File: config.mk
export PLATFORM = sky130hd
export DESIGN_NAME = dot9_feeder_flat
export DESIGN_NICKNAME = d
export VERILOG_FILES = /design/src/rtl/dot9_feeder_pkg.sv /design/src/rtl/dot9_feeder_if.sv /design/src/rtl/dot9_operand_bank.sv /design/src/rtl/dot9_feeder.sv /design/src/flat_wrapper.sv
export SDC_FILE = /design/constraint.sdc
export NUM_CORES = 1
export LEC_CHECK = 0
export BUFFER_PORTS_ARGS = -buffer_cell sky130_fd_sc_hd__buf_4
export CAP_MARGIN = 20
export CELL_PAD_IN_SITES_DETAIL_PLACEMENT = 0
export CELL_PAD_IN_SITES_GLOBAL_PLACEMENT = 1
export CORE_AREA = 3 3 270 272
export DETAILED_ROUTE_END_ITERATION = 6
export DIE_AREA = 0 0 273 275
export PLACE_DENSITY = 0.78
export RECOVER_POWER = 25
export SLEW_MARGIN = 20
export SYNTH_ARGS = -nofsm -noshare
export SYNTH_HDL_FRONTEND = slang
export SYNTH_SLANG_ARGS = --single-unit
export TNS_END_PERCENT = 10
File: constraint.sdc
create_clock -name clk -period 3.75 [get_ports clk]
set_input_delay 0.75 -clock clk [delete_from_list [all_inputs] [get_ports clk]]
set_output_delay 0.75 -clock clk [all_outputs]
set_load 0.01 [all_outputs]
File: src/rtl/dot9_feeder_pkg.sv
// Shared word width, term count, index width and FSM encoding for the dot9 feeder.
// Latency: n/a (declarations only).
// Backpressure: n/a.
package dot9_feeder_pkg;

    localparam int DOT9_WIDTH  = 32;
    localparam int DOT9_NTERMS = 9;
    localparam int IDX_W       = 4;
    localparam int RND_W       = 2;

    typedef enum logic [1:0] {
        ST_LOAD  = 2'd0,
        ST_LOADC = 2'd1,
        ST_ISSUE = 2'd2
    } state_e;

    function automatic logic [IDX_W-1:0] next_idx(input logic [IDX_W-1:0] i);
        return i + {{(IDX_W-1){1'b0}}, 1'b1};
    endfunction

endpackage

File: src/rtl/dot9_feeder_if.sv
// Beat input and operand-set output bundle between the feeder, its source and the FMA.
// Latency: n/a (wires only).
// Backpressure: in_ready toward the source, op_ready from the FMA.
interface dot9_feeder_if
    import dot9_feeder_pkg::*;
#(
    parameter int WIDTH  = DOT9_WIDTH,
    parameter int NTERMS = DOT9_NTERMS
);
    logic                     flush;
    logic                     in_valid;
    logic                     in_ready;
    logic [WIDTH-1:0]         in_a;
    logic [WIDTH-1:0]         in_b;
    logic                     in_last;
    logic [RND_W-1:0]         in_rnd;
    logic [NTERMS*WIDTH-1:0]  op_a;
    logic [NTERMS*WIDTH-1:0]  op_b;
    logic [WIDTH-1:0]         op_c;
    logic [RND_W-1:0]         op_rnd;
    logic [IDX_W-1:0]         op_count;
    logic                     op_valid;
    logic                     op_ready;

    modport master (
        output flush, in_valid, in_a, in_b, in_last, in_rnd, op_ready,
        input  in_ready, op_a, op_b, op_c, op_rnd, op_count, op_valid
    );

    modport slave (
        input  flush, in_valid, in_a, in_b, in_last, in_rnd, op_ready,
        output in_ready, op_a, op_b, op_c, op_rnd, op_count, op_valid
    );
endinterface

File: src/rtl/dot9_operand_bank.sv
// NTERMS-slot A/B operand store with one write port and a zero-fill of all slots >= fill_from.
// Latency: write visible on the outputs the cycle after we/fill_en.
// Backpressure: none; always accepts writes.
module dot9_operand_bank
    import dot9_feeder_pkg::*;
#(
    parameter int WIDTH  = DOT9_WIDTH,
    parameter int NTERMS = DOT9_NTERMS
) (
    input  logic                    clk,
    input  logic                    rst,
    input  logic                    we,
    input  logic [IDX_W-1:0]        idx,
    input  logic [WIDTH-1:0]        a,
    input  logic [WIDTH-1:0]        b,
    input  logic                    fill_en,
    input  logic [IDX_W-1:0]        fill_from,
    output logic [NTERMS*WIDTH-1:0] bank_a,
    output logic [NTERMS*WIDTH-1:0] bank_b
);

    logic [NTERMS-1:0][WIDTH-1:0] a_q, a_d;
    logic [NTERMS-1:0][WIDTH-1:0] b_q, b_d;

    // Write and fill never target the same slot: fill_from is always idx+1.
    always_comb begin
        a_d = a_q;
        b_d = b_q;
        for (int k = 0; k < NTERMS; k++) begin
            if (we && idx == IDX_W'(k)) begin
                a_d[k] = a;
                b_d[k] = b;
            end
            if (fill_en && IDX_W'(k) >= fill_from) begin
                a_d[k] = '0;
                b_d[k] = '0;
            end
        end
    end

    always_ff @(posedge clk) begin
        if (rst) begin
            a_q <= '0;
            b_q <= '0;
        end else begin
            a_q <= a_d;
            b_q <= b_d;
        end
    end

    assign bank_a = a_q;
    assign bank_b = b_q;

endmodule

File: src/rtl/dot9_feeder.sv
// Collects up to NTERMS A/B pair beats plus one C beat into a stable operand set for a dot-product FMA.
// Latency: op_valid rises 1 cycle after the C beat is accepted.
// Backpressure: in_ready low while a set is issued; the set holds until op_ready.
module dot9_feeder
    import dot9_feeder_pkg::*;
#(
    parameter int WIDTH  = DOT9_WIDTH,
    parameter int NTERMS = DOT9_NTERMS
) (
    input  logic          clk,
    input  logic          rst,
    dot9_feeder_if.slave  bus
);

    localparam logic [IDX_W-1:0] LAST_IDX = IDX_W'(NTERMS - 1);

    state_e             state_q, state_d;
    logic [IDX_W-1:0]   idx_q, idx_d;
    logic [IDX_W-1:0]   count_q, count_d;
    logic [WIDTH-1:0]   c_q, c_d;
    logic [RND_W-1:0]   rnd_q, rnd_d;
    logic               bank_we;
    logic               fill_en;
    logic [IDX_W-1:0]   fill_from;

    // flush only matters while accepting beats; an issued set is never torn.
    always_comb begin
        state_d   = state_q;
        idx_d     = idx_q;
        count_d   = count_q;
        c_d       = c_q;
        rnd_d     = rnd_q;
        bank_we   = 1'b0;
        fill_en   = 1'b0;
        fill_from = next_idx(idx_q);
        case (state_q)
            ST_LOAD: begin
                if (bus.flush) begin
                    idx_d = '0;
                end else if (bus.in_valid) begin
                    bank_we = 1'b1;
                    if (idx_q == LAST_IDX || bus.in_last) begin
                        fill_en = 1'b1;
                        count_d = next_idx(idx_q);
                        idx_d   = '0;
                        state_d = ST_LOADC;
                    end else begin
                        idx_d = next_idx(idx_q);
                    end
                end
            end
            ST_LOADC: begin
                if (bus.flush) begin
                    idx_d   = '0;
                    state_d = ST_LOAD;
                end else if (bus.in_valid) begin
                    c_d     = bus.in_a;
                    rnd_d   = bus.in_rnd;
                    state_d = ST_ISSUE;
                end
            end
            ST_ISSUE: begin
                if (bus.op_ready) begin
                    idx_d   = '0;
                    state_d = ST_LOAD;
                end
            end
            default: begin
                idx_d   = '0;
                state_d = ST_LOAD;
            end
        endcase
    end

    always_ff @(posedge clk) begin
        if (rst) begin
            state_q <= ST_LOAD;
            idx_q   <= '0;
            count_q <= '0;
            c_q     <= '0;
            rnd_q   <= '0;
        end else begin
            state_q <= state_d;
            idx_q   <= idx_d;
            count_q <= count_d;
            c_q     <= c_d;
            rnd_q   <= rnd_d;
        end
    end

    dot9_operand_bank #(
        .WIDTH  (WIDTH),
        .NTERMS (NTERMS)
    ) u_bank (
        .clk       (clk),
        .rst       (rst),
        .we        (bank_we),
        .idx       (idx_q),
        .a         (bus.in_a),
        .b         (bus.in_b),
        .fill_en   (fill_en),
        .fill_from (fill_from),
        .bank_a    (bus.op_a),
        .bank_b    (bus.op_b)
    );

    assign bus.in_ready = (state_q != ST_ISSUE);
    assign bus.op_valid = (state_q == ST_ISSUE);
    assign bus.op_c     = c_q;
    assign bus.op_rnd   = rnd_q;
    assign bus.op_count = count_q;

endmodule

File: src/flat_wrapper.sv
// flat-port wrapper written by rule: the top's interface ports become plain ports
module dot9_feeder_flat import dot9_feeder_pkg::*;
#(
    parameter int WIDTH  = DOT9_WIDTH,
    parameter int NTERMS = DOT9_NTERMS
)
  (clk, rst, bus_flush, bus_in_valid, bus_in_a, bus_in_b, bus_in_last, bus_in_rnd, bus_op_ready, bus_in_ready, bus_op_a, bus_op_b, bus_op_c, bus_op_rnd, bus_op_count, bus_op_valid);
  dot9_feeder_if #(.WIDTH(WIDTH), .NTERMS(NTERMS)) bus_i ();
  input  logic clk;
  input  logic rst;
  input wire logic [$bits(bus_i.flush)-1:0] bus_flush;
  input wire logic [$bits(bus_i.in_valid)-1:0] bus_in_valid;
  input wire logic [$bits(bus_i.in_a)-1:0] bus_in_a;
  input wire logic [$bits(bus_i.in_b)-1:0] bus_in_b;
  input wire logic [$bits(bus_i.in_last)-1:0] bus_in_last;
  input wire logic [$bits(bus_i.in_rnd)-1:0] bus_in_rnd;
  input wire logic [$bits(bus_i.op_ready)-1:0] bus_op_ready;
  output wire logic [$bits(bus_i.in_ready)-1:0] bus_in_ready;
  output wire logic [$bits(bus_i.op_a)-1:0] bus_op_a;
  output wire logic [$bits(bus_i.op_b)-1:0] bus_op_b;
  output wire logic [$bits(bus_i.op_c)-1:0] bus_op_c;
  output wire logic [$bits(bus_i.op_rnd)-1:0] bus_op_rnd;
  output wire logic [$bits(bus_i.op_count)-1:0] bus_op_count;
  output wire logic [$bits(bus_i.op_valid)-1:0] bus_op_valid;
  assign bus_i.flush = bus_flush;
  assign bus_i.in_valid = bus_in_valid;
  assign bus_i.in_a = bus_in_a;
  assign bus_i.in_b = bus_in_b;
  assign bus_i.in_last = bus_in_last;
  assign bus_i.in_rnd = bus_in_rnd;
  assign bus_i.op_ready = bus_op_ready;
  assign bus_in_ready = bus_i.in_ready;
  assign bus_op_a = bus_i.op_a;
  assign bus_op_b = bus_i.op_b;
  assign bus_op_c = bus_i.op_c;
  assign bus_op_rnd = bus_i.op_rnd;
  assign bus_op_count = bus_i.op_count;
  assign bus_op_valid = bus_i.op_valid;
  dot9_feeder #(.WIDTH(WIDTH), .NTERMS(NTERMS)) u_core (.clk(clk), .rst(rst), .bus(bus_i));
endmodule
==> results_dict.tcl <==
set metrics [dict create \
    holdPathEnd "u_core.state_q[0]$_SDFFE_PP0P_" \
    clock_latency_ns 0.62 \
    fin_crit_sh_pct 72.8 \
    min_path_type "input port to flip-flop" \
    drc 0 \
    ys_seq_elements 620 \
    critPathTopFamily "adder cells" \
    synthToLayoutAreaGrowth_pct 31.1 \
    post_drt_wl_per_cell_um 22.5 \
    synth_simple_gate_area_share_pct 17.8 \
    dieWidth_um 273 \
    track_usage_pct 24.0 \
    syn-num-nets 2752 \
    rrSetupSlack_ns 1.02 \
    synthXorXnorAreaFrac_pct 0.0786 \
    synth.distinct_cells 39 \
    synth.avg_cell_area_um2 8.33 \
    grt_pass1_vias 19000 \
    firstDrtPassIters 5 \
    reg2reg_from "u_core.idx_q[0]$_SDFFE_PP0P_" \
    nets 3288 \
    synth_top_family_by_area "simple AND/OR/NAND/NOR gates" \
    start_util_pct 31.4 \
    die-area_um2 75100 \
    tightest_slew_ns 1.19 \
    maxCapViolCount 0 \
    status "completed" \
    cts_inserted_buffers 72 \
    end_kind "flip-flop" \
    cts_resized 0 \
    cts_max_level 3 \
    crit_buf_inv 1 \
    fin_setup_tns_ns 0 \
    ys.warnings.count 0 \
    critPathMaxStageDelay_ns 0.52 \
    path_clk_slew_ns 0.06 \
    post-cts-setup-buffers 0 \
    fin_cells 4214 \
    grt_antenna_before_repair 1 \
    gr-total-overflow 0 \
    grt_setup_unrepaired "no" \
    slew_viol_final 0 \
    hold_violations 0 \
    synth_fa_ha_area_share_pct 0.224 \
    via_per_inst 4.89 \
    drive_above_1_share_pct 17.4 \
    dpl.hpwl_um 62400 \
    die_y_um 275 \
    clock.fmax_mhz 366 \
    vias 20600 \
    core_area_um2 71000 \
    relSlewSlack_pct 20.7 \
    ant_nets 0 \
    netlist_area_um2 22300 \
    vdd_drop_max_mv 0.348 \
    yosysSeqAreaShare_pct 55.7 \
    powerDensity_nw_per_um2 490 \
    cp-start-kind "flip-flop" \
    place.port_buffers 687 \
    cp_max_fo 128 \
    dp.cells 4088 \
    power.total_mw 14.3 \
    fin_skew_ns 0.0236 \
    hp-start "bus_flush" \
    pin_count 688 \
    holdWs_ns 0.386 \
    critPathRequiredTime_ns 4.19 \
    grt_max_degree 129 \
    synth_cells 2676 \
    finalCriticalPeriod_ns 2.73 \
    std_cell_rows 98 \
    crit_arrival_ns 3.17 \
    routed_wirelength_um 95000 \
    grt_pass1_wl_um 134000 \
    r2r_end "u_core.u_bank.bank_b[75]$_SDFFE_PP0P_" \
    crit_type "flip-flop to flip-flop" \
    path_cells "ha_1 -> and2_1 -> nand4_1 -> o211ai_1 -> buf_12 -> a21oi_1" \
    drt_iter0_drc 1681 \
    ctsRootBufferMaster "clkbuf_16" \
    gp_congestion 0.799 \
    reg2reg_depth 6 \
    ctsHoldBuffers 0 \
    power_leakage_nw 11.4 \
    min_path_cells 2 \
    cts_tree "built" \
    clk_path_buf_depth 3 \
    synth_compound_area_share_pct 14.5 \
    synthMuxAreaShare_pct 5.88 \
    cts_num_sinks 620 \
    finalSetupViolCount 0 \
    crit_slowest_cell "ha_1" \
    nFillCells 7361 \
]
-- metrics by stage --
stage / instance area [µm²] / util, % / setup slack [ns]
floorplan: 22300 / - / 1.76
global placement: 28000 / 39.4 / 0.917
detailed placement: 28000 / 39.4 / 0.853
CTS: 30300 / 42.7 / 1.15
global route: 29200 / 41.2 / 0.942
finish: 29200 / 41.2 / 1.02
-- area by class of cell --
| class | instances | area (µm²) | area share, % |
|---|---|---|---|
| sequential | 620 | 12400 | 42.5 |
| multi-input combinational | 1788 | 8740 | 29.9 |
| timing repair buffer | 724 | 4520 | 15.5 |
| clock buffer | 99 | 2040 | 6.99 |
| tap | 950 | 1190 | 4.07 |
| clock inverter | 26 | 298 | 1.02 |
| inverter | 6 | 22.5 | 0.0770 |
| antenna | 1 | 2.50 | 0.00856 |
-- Yosys cell counts (all sizes together) --
library cell  number  share of area (%)
and3b              2              0.079
xnor2              1              0.039
o31a               1              0.039
o21ai              2              0.045
clkbuf            87                1.5
a211oi             1              0.034
and2               4               0.11
nor4b              1               0.11
a2111oi            1              0.039
or3                2              0.056
a31o               5               0.20
a22oi              1              0.034
a21o               2              0.067
o211ai             1              0.034
nand3b             1              0.034
ha                 4               0.22
nand2b             5               0.14
and3               6               0.17
mux2i            131                5.9
a21oi            614                 14
nor3b              2              0.090
dfxtp            620                 56
o32ai              1              0.039
nand4              1              0.028
xor2               1              0.039
buf              175                4.3
a21bo              1              0.045
o221ai             1              0.039
o21a               2              0.067
nand2            970                 16
nor2b              2              0.056
nand3             10               0.38
nor2              12               0.20
inv                6               0.10
-- how the worst max path moves through the flow --
stage / start / to / cells after the start
after detailed placement: bus_flush / u_core.u_bank.bank_b[95]$_SDFFE_PP0P_ / 7
after CTS: u_core.idx_q[0]$_SDFFE_PP0P_ / u_core.u_bank.bank_b[274]$_SDFFE_PP0P_ / 7
final: u_core.idx_q[0]$_SDFFE_PP0P_ / u_core.u_bank.bank_b[75]$_SDFFE_PP0P_ / 6
after global placement: bus_flush / u_core.u_bank.bank_b[253]$_SDFFE_PP0P_ / 6
after floorplan: bus_flush / u_core.u_bank.bank_a[67]$_SDFFE_PP0P_ / 6
after global routing: u_core.idx_q[0]$_SDFFE_PP0P_ / u_core.u_bank.bank_a[72]$_SDFFE_PP0P_ / 6
-- report_power, final --
part | internal (mW) | leakage [nW] | switching [mW]
Clock | 4.00 | 1.15 | 2.96
Sequential | 6.63 | 5.00 | 0.0247
Combinational | 0.170 | 5.29 | 0.521
-- logic make-up after synthesis --
family,after synthesis
AO/OA/AOI/OAI,633
XOR/XNOR,2
adder cells (fa/ha/maj),4
buffers and inverters,268
flip-flops,620
multiplexers,131
AND/OR/NAND/NOR,1018
-- cell usage in the layout, fill, tap and decap left out, drive strengths merged --
cell type | Yosys | final
a22oi | 1 | 1
nand2b | 5 | 5
a21o | 2 | 2
buf | 175 | 428
inv | 6 | 12
a211oi | 1 | 1
clkinv | 0 | 16
a21bo | 1 | 1
a2111oi | 1 | 1
nand3b | 1 | 1
clkbuf | 87 | 395
and2 | 4 | 4
nand2 | 970 | 970
diode | 0 | 1
o21ai | 2 | 2
and3b | 2 | 2
dfxtp | 620 | 620
nand3 | 10 | 10
o21a | 2 | 2
xnor2 | 1 | 1
ha | 4 | 4
nor2 | 12 | 12
or3 | 2 | 2
nor4b | 1 | 1
xor2 | 1 | 1
and3 | 6 | 6
o221ai | 1 | 1
a31o | 5 | 5
nor3b | 2 | 2
nor2b | 2 | 2
clkinvlp | 0 | 2
bufinv | 0 | 2
o31a | 1 | 1
nand4 | 1 | 1
mux2i | 131 | 131
a21oi | 614 | 614
o211ai | 1 | 1
o32ai | 1 | 1
-- flip-flops by register name (all words and copies together), names as in the netlist --
name                  flops
u_core.idx_q              4
u_core.bus.op_rnd         2
u_core.state_q            2
u_core.u_bank.bank_b    288
u_core.u_bank.bank_a    288
u_core.bus.op_count       4
u_core.bus.op_c          32
-- metal layers --
| metal | track usage (%) | share of wire [%] | vias to the layer above |
|---|---|---|---|
| li1 | - | - | 9779 |
| met1 | 30.1 | 41 | 9799 |
| met3 | 6.79 | 9.4 | 161 |
| met2 | 39.7 | 47 | 868 |
| met4 | 8.24 | 3.1 | 0 |
| met5 | 0 | 0 | - |
(Power assumes the default switching activity.)
